## config.mk

```make
export PLATFORM = sky130hd
export DESIGN_NAME = mix_columns_seq
export DESIGN_NICKNAME = d
export VERILOG_FILES = /design/src/rtl/aes_pkg.sv /design/src/rtl/mix_column.sv /design/src/rtl/mix_columns_seq.sv
export SDC_FILE = /design/constraint.sdc
export NUM_CORES = 1
export LEC_CHECK = 0
export BUFFER_PORTS_ARGS = -buffer_cell sky130_fd_sc_hd__buf_2
export CORE_MARGIN = 8
export CORE_UTILIZATION = 40
export DETAILED_ROUTE_END_ITERATION = 10
export PLACE_DENSITY = 0.61
export SYNTH_ARGS = -nofsm -noshare
export SYNTH_HDL_FRONTEND = slang
export SYNTH_SLANG_ARGS = --single-unit
```

## constraint.sdc

```tcl
create_clock -name Clk -period 11.1 [get_ports Clk]
set_input_delay 2.22 -clock Clk [delete_from_list [all_inputs] [get_ports Clk]]
set_output_delay 2.22 -clock Clk [all_outputs]
set_load 0.02 [all_outputs]
```

## src/rtl/aes_pkg.sv

```systemverilog
// aes_pkg: shared AES MixColumns types, column count and the GF(2^8) xtime helper.
package aes_pkg;

    typedef enum logic [1:0] {IDLE, CALC, DONE} mixcol_state_t;

    localparam int NUM_COLS = 4;

    function automatic logic [7:0] xt(input logic [7:0] xtime);
        return {xtime[6:0], 1'b0} ^ (xtime[7] ? 8'h1b : 8'h00);
    endfunction

endpackage

```

## src/rtl/mix_column.sv

```systemverilog
// mix_column: combinational forward AES MixColumns multiplier for one 32-bit column (s0 in MSB).
module mix_column
    import aes_pkg::*;
(
    input  logic [31:0] col_i,
    output logic [31:0] col_o
);

    logic [7:0] s0, s1, s2, s3;

    always_comb begin
        {s0, s1, s2, s3} = col_i;
        col_o[31:24] = xt(s0) ^ xt(s1) ^ s1 ^ s2 ^ s3;
        col_o[23:16] = s0 ^ xt(s1) ^ xt(s2) ^ s2 ^ s3;
        col_o[15:8]  = s0 ^ s1 ^ xt(s2) ^ xt(s3) ^ s3;
        col_o[7:0]   = xt(s0) ^ s0 ^ s1 ^ s2 ^ xt(s3);
    end

endmodule

```

## src/rtl/mix_columns_seq.sv

```systemverilog
// mix_columns_seq: sequential AES MixColumns, one column per clock through a shared multiplier.
// Optional MIXCOL_BYPASS_EN adds a Last input that passes columns through unmixed.
module mix_columns_seq
    import aes_pkg::*;
(
    input  logic         Clk,
    input  logic         Rst,
    input  logic         InValid,
    output logic         InReady,
    input  logic [127:0] DataIn,
    output logic         OutValid,
    input  logic         OutReady,
    output logic [127:0] DataOut,
    output logic         Busy
`ifdef MIXCOL_BYPASS_EN
    ,
    input  logic         Last
`endif
);

    localparam logic [1:0] LAST_COL = 2'(NUM_COLS - 1);

    mixcol_state_t state_q, state_d;
    logic [1:0]    cnt_q, cnt_d;
    logic [127:0]  st_q, st_d;
    logic [127:0]  dout_q, dout_d;
    logic [31:0]   col, mixed, res;
    logic          accept;

    always_ff @(posedge Clk or posedge Rst) begin
        if (Rst) state_q <= IDLE;
        else     state_q <= state_d;
    end

    always_comb begin
        state_d = (state_q == IDLE && InValid)         ? CALC :
                  (state_q == CALC && cnt_q == LAST_COL) ? DONE :
                  (state_q == DONE && OutReady)          ? IDLE : state_q;
    end

    always_comb begin
        InReady  = state_q == IDLE;
        OutValid = state_q == DONE;
        Busy     = state_q != IDLE;
    end

    assign accept  = InReady & InValid;
    assign DataOut = dout_q;

    // Column 0 lives in the top word, so the word index is 3-cnt, i.e. ~cnt.
    always_comb begin
        col = st_q[{~cnt_q, 5'd0} +: 32];
    end

    mix_column u_mix (
        .col_i(col),
        .col_o(mixed)
    );

`ifdef MIXCOL_BYPASS_EN
    logic last_q, last_d;

    always_ff @(posedge Clk or posedge Rst) begin
        if (Rst) last_q <= 1'b0;
        else     last_q <= last_d;
    end

    assign last_d = accept ? Last : last_q;
    assign res    = last_q ? col : mixed;
`else
    assign res = mixed;
`endif

    always_comb begin
        st_d   = accept ? DataIn : st_q;
        cnt_d  = accept ? 2'd0 : (state_q == CALC && cnt_q != LAST_COL) ? cnt_q + 2'd1 : cnt_q;
        dout_d = dout_q;
        if (state_q == CALC) dout_d[{~cnt_q, 5'd0} +: 32] = res;
    end

    always_ff @(posedge Clk or posedge Rst) begin
        if (Rst) begin
            cnt_q  <= 2'd0;
            st_q   <= '0;
            dout_q <= '0;
        end else begin
            cnt_q  <= cnt_d;
            st_q   <= st_d;
            dout_q <= dout_d;
        end
    end

endmodule

```

==> run_results.csv, run 1 <==
group,metric,value,unit
drt,drtAntennaViolNets,0,
timing,timing.hold.ws,0.472,ns
clock_tree,clock-sinks,260,
die,core,28400,um2
timing,max-slew-margin-rel,0.211,
global_routing,grt_max_degree,113,
synth,synthTopCellsByArea,"dfrtp_1, mux2_2, mux4_2",
global_routing,grt_util_all_layers,0.181,
finish,nFillCells,2633,
drt,drc,0,
synth,syn_area_per_cell,13.1,um2
flow_run,max_cap_violations,0,
die,rows,62,
die,die_w,185,um
setup_path,cp_top_family,"buffers and inverters",
die,start_util,0.402,
clock_tree,cts_inserted_buffers,28,
timing,period_needed,3.84,ns
global_routing,met1_usage,0.254,
global_routing,grt_use_met2,0.283,
placement,gp_congestion,0.741,
global_routing,grt_pass1_wl,47700,um
global_routing,first_global_vias,8011,
setup_path,setup.worst_path.start_class,"primary input",
clock_tree,clock_latency,0.54,ns
setup_path,worst-path-buf-inv,2,
drt,drt-pass1-iter-count,4,
global_routing,gr-total-overflow,0,
drt,vias,7589,
hold_path,hold_class,"register to register",
synth,synth_top_area_cell,"dfrtp_1",
synth,ys_warn_count,0,
synth,yosysSeqAreaShare,0.570,
timing,rsz0062_at_grt,"no",
clock_tree,cts_tree,"done",
setup_path,arrival,4.26,ns
finish,final_nets,1262,
timing,tightest_slew,1.18,ns
timing,final.period_utilization,0.346,
finish,final_cells,1531,
placement,port_buffers,262,
finish,layout-drive-gt1-share,0.438,
synth,syn_area,11400,um2
placement,dp.cells,1479,
setup_path,crit_chain,"buf_2 -> and2_4 -> buf_4 -> mux2_2",
drt,drt_iter0_drc,510,
timing,drv_slew,0,
global_routing,antenna_found_initial,8,
setup_path,crit_type,"primary input to register",
synth,synth.distinct_cells,26,
global_routing,busiest_layer,"met2",
status,status,"finished clean",
setup_path,max_stage_delay,0.90,ns
clock_tree,ctsResizeCount,0,
timing,setup_tns,0,ns
clock_tree,clockBufferDepth,3,
timing,clock_skew,0.0124,ns
clock_tree,h-tree-depth,1,
die,num_io_pins,263,
die,die-area,34200,um2
drt,wl,31400,um
placement,hpwl,22600,um
drt,viasPerCell,4.96,
timing,max_freq,260,MHz
global_routing,grt_use_met3,0.0481,
synth,syn_inst,872,
clock_tree,clk_pin_slew_worst_paths,0.06,ns
die,die_h,185,um
finish,area_growth,22.5,%
setup_path,crit_path_top_delay_cell,"buf_4",
clock_tree,postCtsSetupRepairBufs,0,
clock_tree,root_buffer,"clkbuf_16",
synth,synth_top_cell_area_share,0.570,
drt,wire_per_inst,20.5,um
timing,final-hold-violation-count,0,
synth,ys_seq_elements,260,
setup_path,crit_fanout,82,
setup_path,cp-end-kind,"register",
setup_path,crit_required,11.52,ns
timing,finalSetupViolations,0,
synth,syn_nets,1009,
clock_tree,cts_hold_buf,0,
==> worst register-to-register path, stage by stage (launching register included) <==
cell	delay, ns
dfrtp_2	0.43
buf_4	0.58
mux4_2	0.78
xnor2_4	0.32
xnor2_1	0.13
xnor2_1	0.57
o21ai_1	0.15
==> synthesized netlist by cell type <==
cell type	number
xnor2_4	7
or3_1	2
o21ai_0	87
nor2b_1	1
nand2_1	136
or2_2	1
buf_6	4
buf_1	2
xor2_1	27
clkbuf_1	25
buf_2	18
inv_1	5
dfrtp_1	260
o21ai_1	45
nand4_1	1
or4_1	1
nor2_1	2
a22o_1	2
and2_1	1
a21oi_1	2
ha_1	5
xnor2_1	67
mux2_2	128
mux4_2	32
xnor2_2	10
nand2b_1	1
==> final cells by class <==
| type | count | area, um2 | area share |
|---|---|---|---|
| Clock inverter | 10 | 77.6 | 0.00554 |
| Multi-Input combinational cell | 558 | 4660 | 0.333 |
| Antenna cell | 2 | 5.00 | 0.000358 |
| Timing Repair Buffer | 272 | 1390 | 0.0991 |
| Clock buffer | 40 | 847 | 0.0605 |
| Sequential cell | 260 | 6510 | 0.465 |
| Inverter | 5 | 26.3 | 0.00188 |
| Tap cell | 384 | 480 | 0.0343 |
==> layout by cell type, fill, tap and decap left out <==
cell,instances
a21oi_1,2
a22o_1,2
and2_4,1
buf_2,262
buf_4,10
bufinv_16,1
clkbuf_1,3
clkbuf_16,29
clkbuf_8,8
clkinv_2,8
clkinvlp_4,1
dfrtp_1,258
dfrtp_2,2
diode_2,2
ha_1,5
inv_1,4
inv_8,1
mux2_2,128
mux4_2,32
nand2_1,136
nand2b_1,1
nand4_1,1
nor2_1,2
nor2b_1,1
o21ai_0,87
o21ai_1,45
or2_2,1
or3_1,2
or4_1,1
xnor2_1,67
xnor2_2,10
xnor2_4,7
xor2_1,27
==> state kept, by name, indices dropped and copies added (netlist names) <==
name / cells
cnt_q: 2
state_q: 2
st_q: 128
DataOut: 128
==> layer usage <==
metal  vias up  part of all wire
li1       3512                 -
met1      3794              0.46
met2       236              0.45
met4        12            0.0083
met5         -            0.0022
met3        35             0.081
==> through the flow <==
step | area (um2) | util | setup slack (ns)
after floorplan | 11400 | - | 1.72
after global placement | 13100 | 0.460 | 6.73
after detailed placement | 13100 | 0.460 | 6.73
after CTS | 14000 | 0.493 | 7.29
after global routing | 14000 | 0.493 | 7.15
final | 14000 | 0.493 | 7.26
==> final timing paths <==
kind                        startpoint  slack, ns          end  depth (start not counted)
setup reg to reg              cnt_q[1]       7.98  DataOut[65]                          6
setup / recovery               InValid       7.26     st_q[22]                          4
min in group asynchronous          Rst       1.84  DataOut[19]                          2
max in group asynchronous          Rst       7.69     st_q[47]                          3
hold reg to reg            DataOut[45]       0.47  DataOut[45]                          2
hold / removal             DataOut[45]       0.47  DataOut[45]                          2
==> cell families (layout without fill, tap and decap cells) <==
family,after synthesis,in the layout,synth area share
buf+inv,54,327,0.0223
flops,260,260,0.570
fa+ha+maj,5,5,0.00548
xor+xnor,111,111,0.103
other cells,0,2,0
mux,160,160,0.189
compound gates,136,136,0.0602
simple gates,146,146,0.0498
Power of run 1 is not shown: default switching activity piles up to over one toggle a cycle in this logic, so the estimate is an artifact.
==> run 2, diff against run 1 <==
clock period = 3.6 ns   (was 11.1 ns; I/O delays follow)
==> run 2 against run 1 <==
Compared with the run above:
- design area rose by 1.1%
- setup slack worse by 6.7 ns
- routed wire length rose by 4.2%
- register-to-register slack got worse by 7.4 ns
- clock skew is 0.0016 ns lower
- global-route usage up 1.1 points
- critical path type is now register to register
- critical endpoint is now DataOut[64]
==> run_results.csv, run 2 (synthesized netlist as in run 1, its figures left out) <==
group,metric,value,unit
setup_path,r2r_slack,0.60,ns
drt,wl,32700,um
setup_path,crit_fanout,29,
timing,max_freq,334,MHz
setup_path,setup.worst_path.start_class,"register",
setup_path,r2r_end,"DataOut[64]",
global_routing,grt_use_met3,0.0667,
setup_path,cp-end-kind,"register",
setup_path,crit_type,"register to register",
placement,gp_congestion,0.793,
drt,viasPerCell,5.01,
drt,drt-pass1-iter-count,4,
flow_run,max_cap_violations,0,
finish,layout-drive-gt1-share,0.439,
global_routing,grt_use_met2,0.293,
clock_tree,root_buffer,"clkbuf_16",
clock_tree,postCtsSetupRepairBufs,0,
die,die-area,34200,um2
drt,vias,7729,
clock_tree,cts_inserted_buffers,28,
clock_tree,clock_latency,0.53,ns
clock_tree,clock-sinks,260,
timing,timing.hold.ws,0.368,ns
global_routing,antenna_found_initial,19,
clock_tree,clk_pin_slew_worst_paths,0.06,ns
timing,drv_slew,0,
hold_path,hp-start,"OutReady",
global_routing,met1_usage,0.255,
timing,final-hold-violation-count,0,
status,status,"finished clean",
timing,max-slew-margin-rel,0.255,
die,num_io_pins,263,
drt,drt_iter0_drc,367,
global_routing,grt_pass1_wl,50400,um
global_routing,busiest_layer,"met2",
global_routing,gr-total-overflow,0,
finish,layout_common_cells,"buf_2, dfrtp_1, nand2_1, mux2_2, o21ai_0",
die,start_util,0.402,
setup_path,crit_required,3.97,ns
hold_path,min_to,"state_q[1]",
clock_tree,h-tree-depth,1,
drt,drc,0,
placement,hpwl,24800,um
die,die_w,185,um
clock_tree,clockBufferDepth,3,
timing,rsz0062_at_grt,"no",
die,core,28400,um2
clock_tree,cts_hold_buf,0,
finish,final_common_cell,"buf_2",
setup_path,arrival,3.37,ns
drt,drtAntennaViolNets,0,
clock_tree,cts_tree,"done",
hold_path,hold_class,"primary input to register",
finish,area_growth,23.8,%
drt,wire_per_inst,21.2,um
placement,port_buffers,262,
timing,finalSetupViolations,0,
hold_path,hold_depth,2,
finish,final_nets,1272,
setup_path,reg2reg_from,"cnt_q[0]",
die,die_h,185,um
timing,tightest_slew,1.11,ns
global_routing,grt_max_degree,61,
clock_tree,ctsResizeCount,0,
timing,clock_skew,0.0108,ns
timing,period_needed,3.00,ns
setup_path,rr_worst_depth,5,
finish,finish.utilization,0.498,
setup_path,critPathLaunch,"cnt_q[0]",
global_routing,grt_util_all_layers,0.191,
die,rows,62,
timing,final.period_utilization,0.832,
global_routing,first_global_vias,8291,
## run 2: cell types whose count changed in the layout (fill, tap and decap cells not counted), sizes merged
cell	previous run	this run
diode	2	5
bufinv	1	2
clkbuf	40	39
buf	272	282
clkinvlp	1	3
clkinv	8	4
## run 2: through the flow
stage / setup slack [ns] / instances / cell area [um2] / TNS [ns]
floorplan: -0.548 / 872 / 11400 / -142.37
global placement: 0.611 / 1489 / 13200 / 0
detailed placement: 0.573 / 1489 / 13200 / 0
CTS: 0.546 / 1537 / 14100 / 0
global route: 0.440 / 1539 / 14100 / 0
finish: 0.605 / 1542 / 14100 / 0
## run 2: final cells by class
type	count	area [um2]
inverter	5	22.5
clock inverter	9	104
clock buffer	39	803
multi-input combinational	558	4660
timing repair buffer	282	1550
tap	384	480
antenna	5	12.5
sequential	260	6510
fill	2622	14200
## run 2: worst max-delay path by stage
stage	end	slack, ns
after floorplan	DataOut[0]	-0.55
after global placement	DataOut[40]	0.61
after detailed placement	DataOut[40]	0.57
after CTS	DataOut[72]	0.55
after global routing	DataOut[104]	0.44
final	DataOut[64]	0.60
## run 2: critical path: stages, from the launching register on
cell	delay [ns]
dfrtp_2	0.83
mux4_2	0.77
xnor2_2	0.30
xnor2_1	0.12
xnor2_1	0.60
o21ai_0	0.20
## run 2: routing by layer
metal  routed length [um]  share of wire  vias to the layer above
li1                     -              -                     3536
met1                14300           0.44                     3798
met2                14300           0.44                      290
met3                 3110          0.095                       77
met4                  791          0.024                       28
met5                  173         0.0053                        -
Power of run 2 is left out for the same reason.
==> run 3, diff against run 2 <==
clock period = 2.8 ns   (was 3.6 ns; I/O delays follow)
==> run 3 against run 2 <==
Compared with the run above:
- sequential share of layout area shrank 0.43 points
- setup slack lost 0.37 ns
- cell count grew 0.65%
- highest routed layer unchanged
- critical path type unchanged
- design area grew 0.95%
- worst hold slack lost 0.34 ns
- first-iteration DRC count grew 32%
- global-route usage is essentially flat
- flip-flop and latch count is the same
- maximum frequency grew 17%
- critical path depth grew 1
- register-to-register slack lost 0.37 ns
- count of clock-buffer cells in the layout grew 4
==> run_results.csv, run 3 (synthesized netlist as in run 1, its figures left out) <==
group,metric,value,unit
status,status,"finished clean",
die,die_h,185,um
drt,vias,7738,
clock_tree,postCtsSetupRepairBufs,0,
clock_tree,cts_tree,"done",
clock_tree,cts_inserted_buffers,28,
global_routing,grt_max_degree,88,
placement,gp_congestion,0.764,
flow_run,max_cap_violations,0,
clock_tree,clock_latency,0.55,ns
finish,finish.utilization,0.503,
die,start_util,0.402,
placement,port_buffers,262,
timing,drv_slew,0,
timing,timing.hold.ws,0.0319,ns
timing,clock_skew,0.0130,ns
drt,drc,0,
placement,hpwl,24500,um
timing,max-slew-margin-rel,0.566,
drt,wire_per_inst,20.9,um
hold_path,hold_class,"primary input to async pin",
global_routing,grt_util_all_layers,0.191,
drt,drt-pass1-iter-count,4,
global_routing,antenna_found_initial,15,
clock_tree,clock-sinks,260,
timing,rsz0062_at_grt,"no",
timing,final.period_utilization,0.915,
setup_path,crit_type,"register to register",
finish,final_common_cell,"buf_2",
finish,final_cells,1552,
finish,layout-drive-gt1-share,0.444,
timing,max_freq,390,MHz
setup_path,arrival,2.96,ns
global_routing,grt_pass1_wl,50200,um
drt,drtAntennaViolNets,0,
timing,fin_ws,0.237,ns
timing,period_needed,2.56,ns
finish,area_growth,25.0,%
setup_path,setup.worst_path.start_class,"register",
placement,pre_cts_slack,0.0314,ns
clock_tree,clk_pin_slew_worst_paths,0.06,ns
setup_path,cp-end-kind,"register",
setup_path,crit_fanout,21,
timing,tightest_slew,0.647,ns
die,die-area,34200,um2
die,num_io_pins,263,
global_routing,gr-total-overflow,0,
clock_tree,clockBufferDepth,3,
finish,final_nets,1282,
die,die_w,185,um
placement,dp.cells,1499,
die,rows,62,
clock_tree,root_buffer,"clkbuf_16",
setup_path,crit_required,3.20,ns
die,core,28400,um2
drt,viasPerCell,4.99,
clock_tree,h-tree-depth,1,
global_routing,first_global_vias,8232,
drt,drt_iter0_drc,485,
timing,final-hold-violation-count,0,
setup_path,r2r_slack,0.24,ns
finish,layout_common_cells,"buf_2, dfrtp_1, nand2_1, mux2_2, o21ai_0",
timing,finalSetupViolations,0,
drt,wl,32500,um
-- run 3: changes by cell type in the layout (fill, tap and decap cells not counted), moves of 2 or more --
cell	previous run	this run
clkinvlp_4	3	1
xnor2_2	10	12
buf_4	13	22
clkbuf_1	6	9
xnor2_1	67	65
-- run 3: worst max-delay path, stage by stage (launching register included) --
cell	delay, ns
dfrtp_2	0.46
buf_12	0.22
mux4_2	0.65
xnor2_4	0.20
xnor2_1	0.14
xnor2_1	0.53
o21ai_0	0.18
-- run 3: what timing repair did --
item,CTS,global route
hold buffers,0,0
gates resized for setup,0,3
endpoints found under the setup margin,0,10
hold endpoints to repair,0,0
-- run 3: through the flow --
stage                     TNS [ns]  area, um2
after floorplan            -308.77      11400
after global placement           0      13300
after detailed placement         0      13300
after CTS                        0      14200
after global routing             0      14300
final                            0      14300
-- run 3: metal layers --
metal / part of all wire / GRT usage
met5: 0.0040 / 0
met4: 0.020 / 0.0352
met3: 0.086 / 0.0592
met2: 0.44 / 0.296
met1: 0.45 / 0.263
-- run 3: final cells by class --
class	count	area (um2)
multi-input combinational	558	4690
clock buffer	43	828
antenna	4	10.0
timing repair buffer	292	1640
clock inverter	6	105
sequential	260	6510
tap	384	480
fill	2628	14100
inverter	5	22.5
-- run 3: final timing paths --
check	from	endpoint	depth (start not counted)
max	cnt_q[1]	DataOut[88]	6
min	Rst	st_q[113]	2
max reg2reg	cnt_q[1]	DataOut[88]	6
min reg2reg	DataOut[36]	DataOut[36]	2
max in group asynchronous	Rst	DataOut[89]	4
min in group Clk	OutReady	state_q[1]	2
Power of run 3 is left out for the same reason.
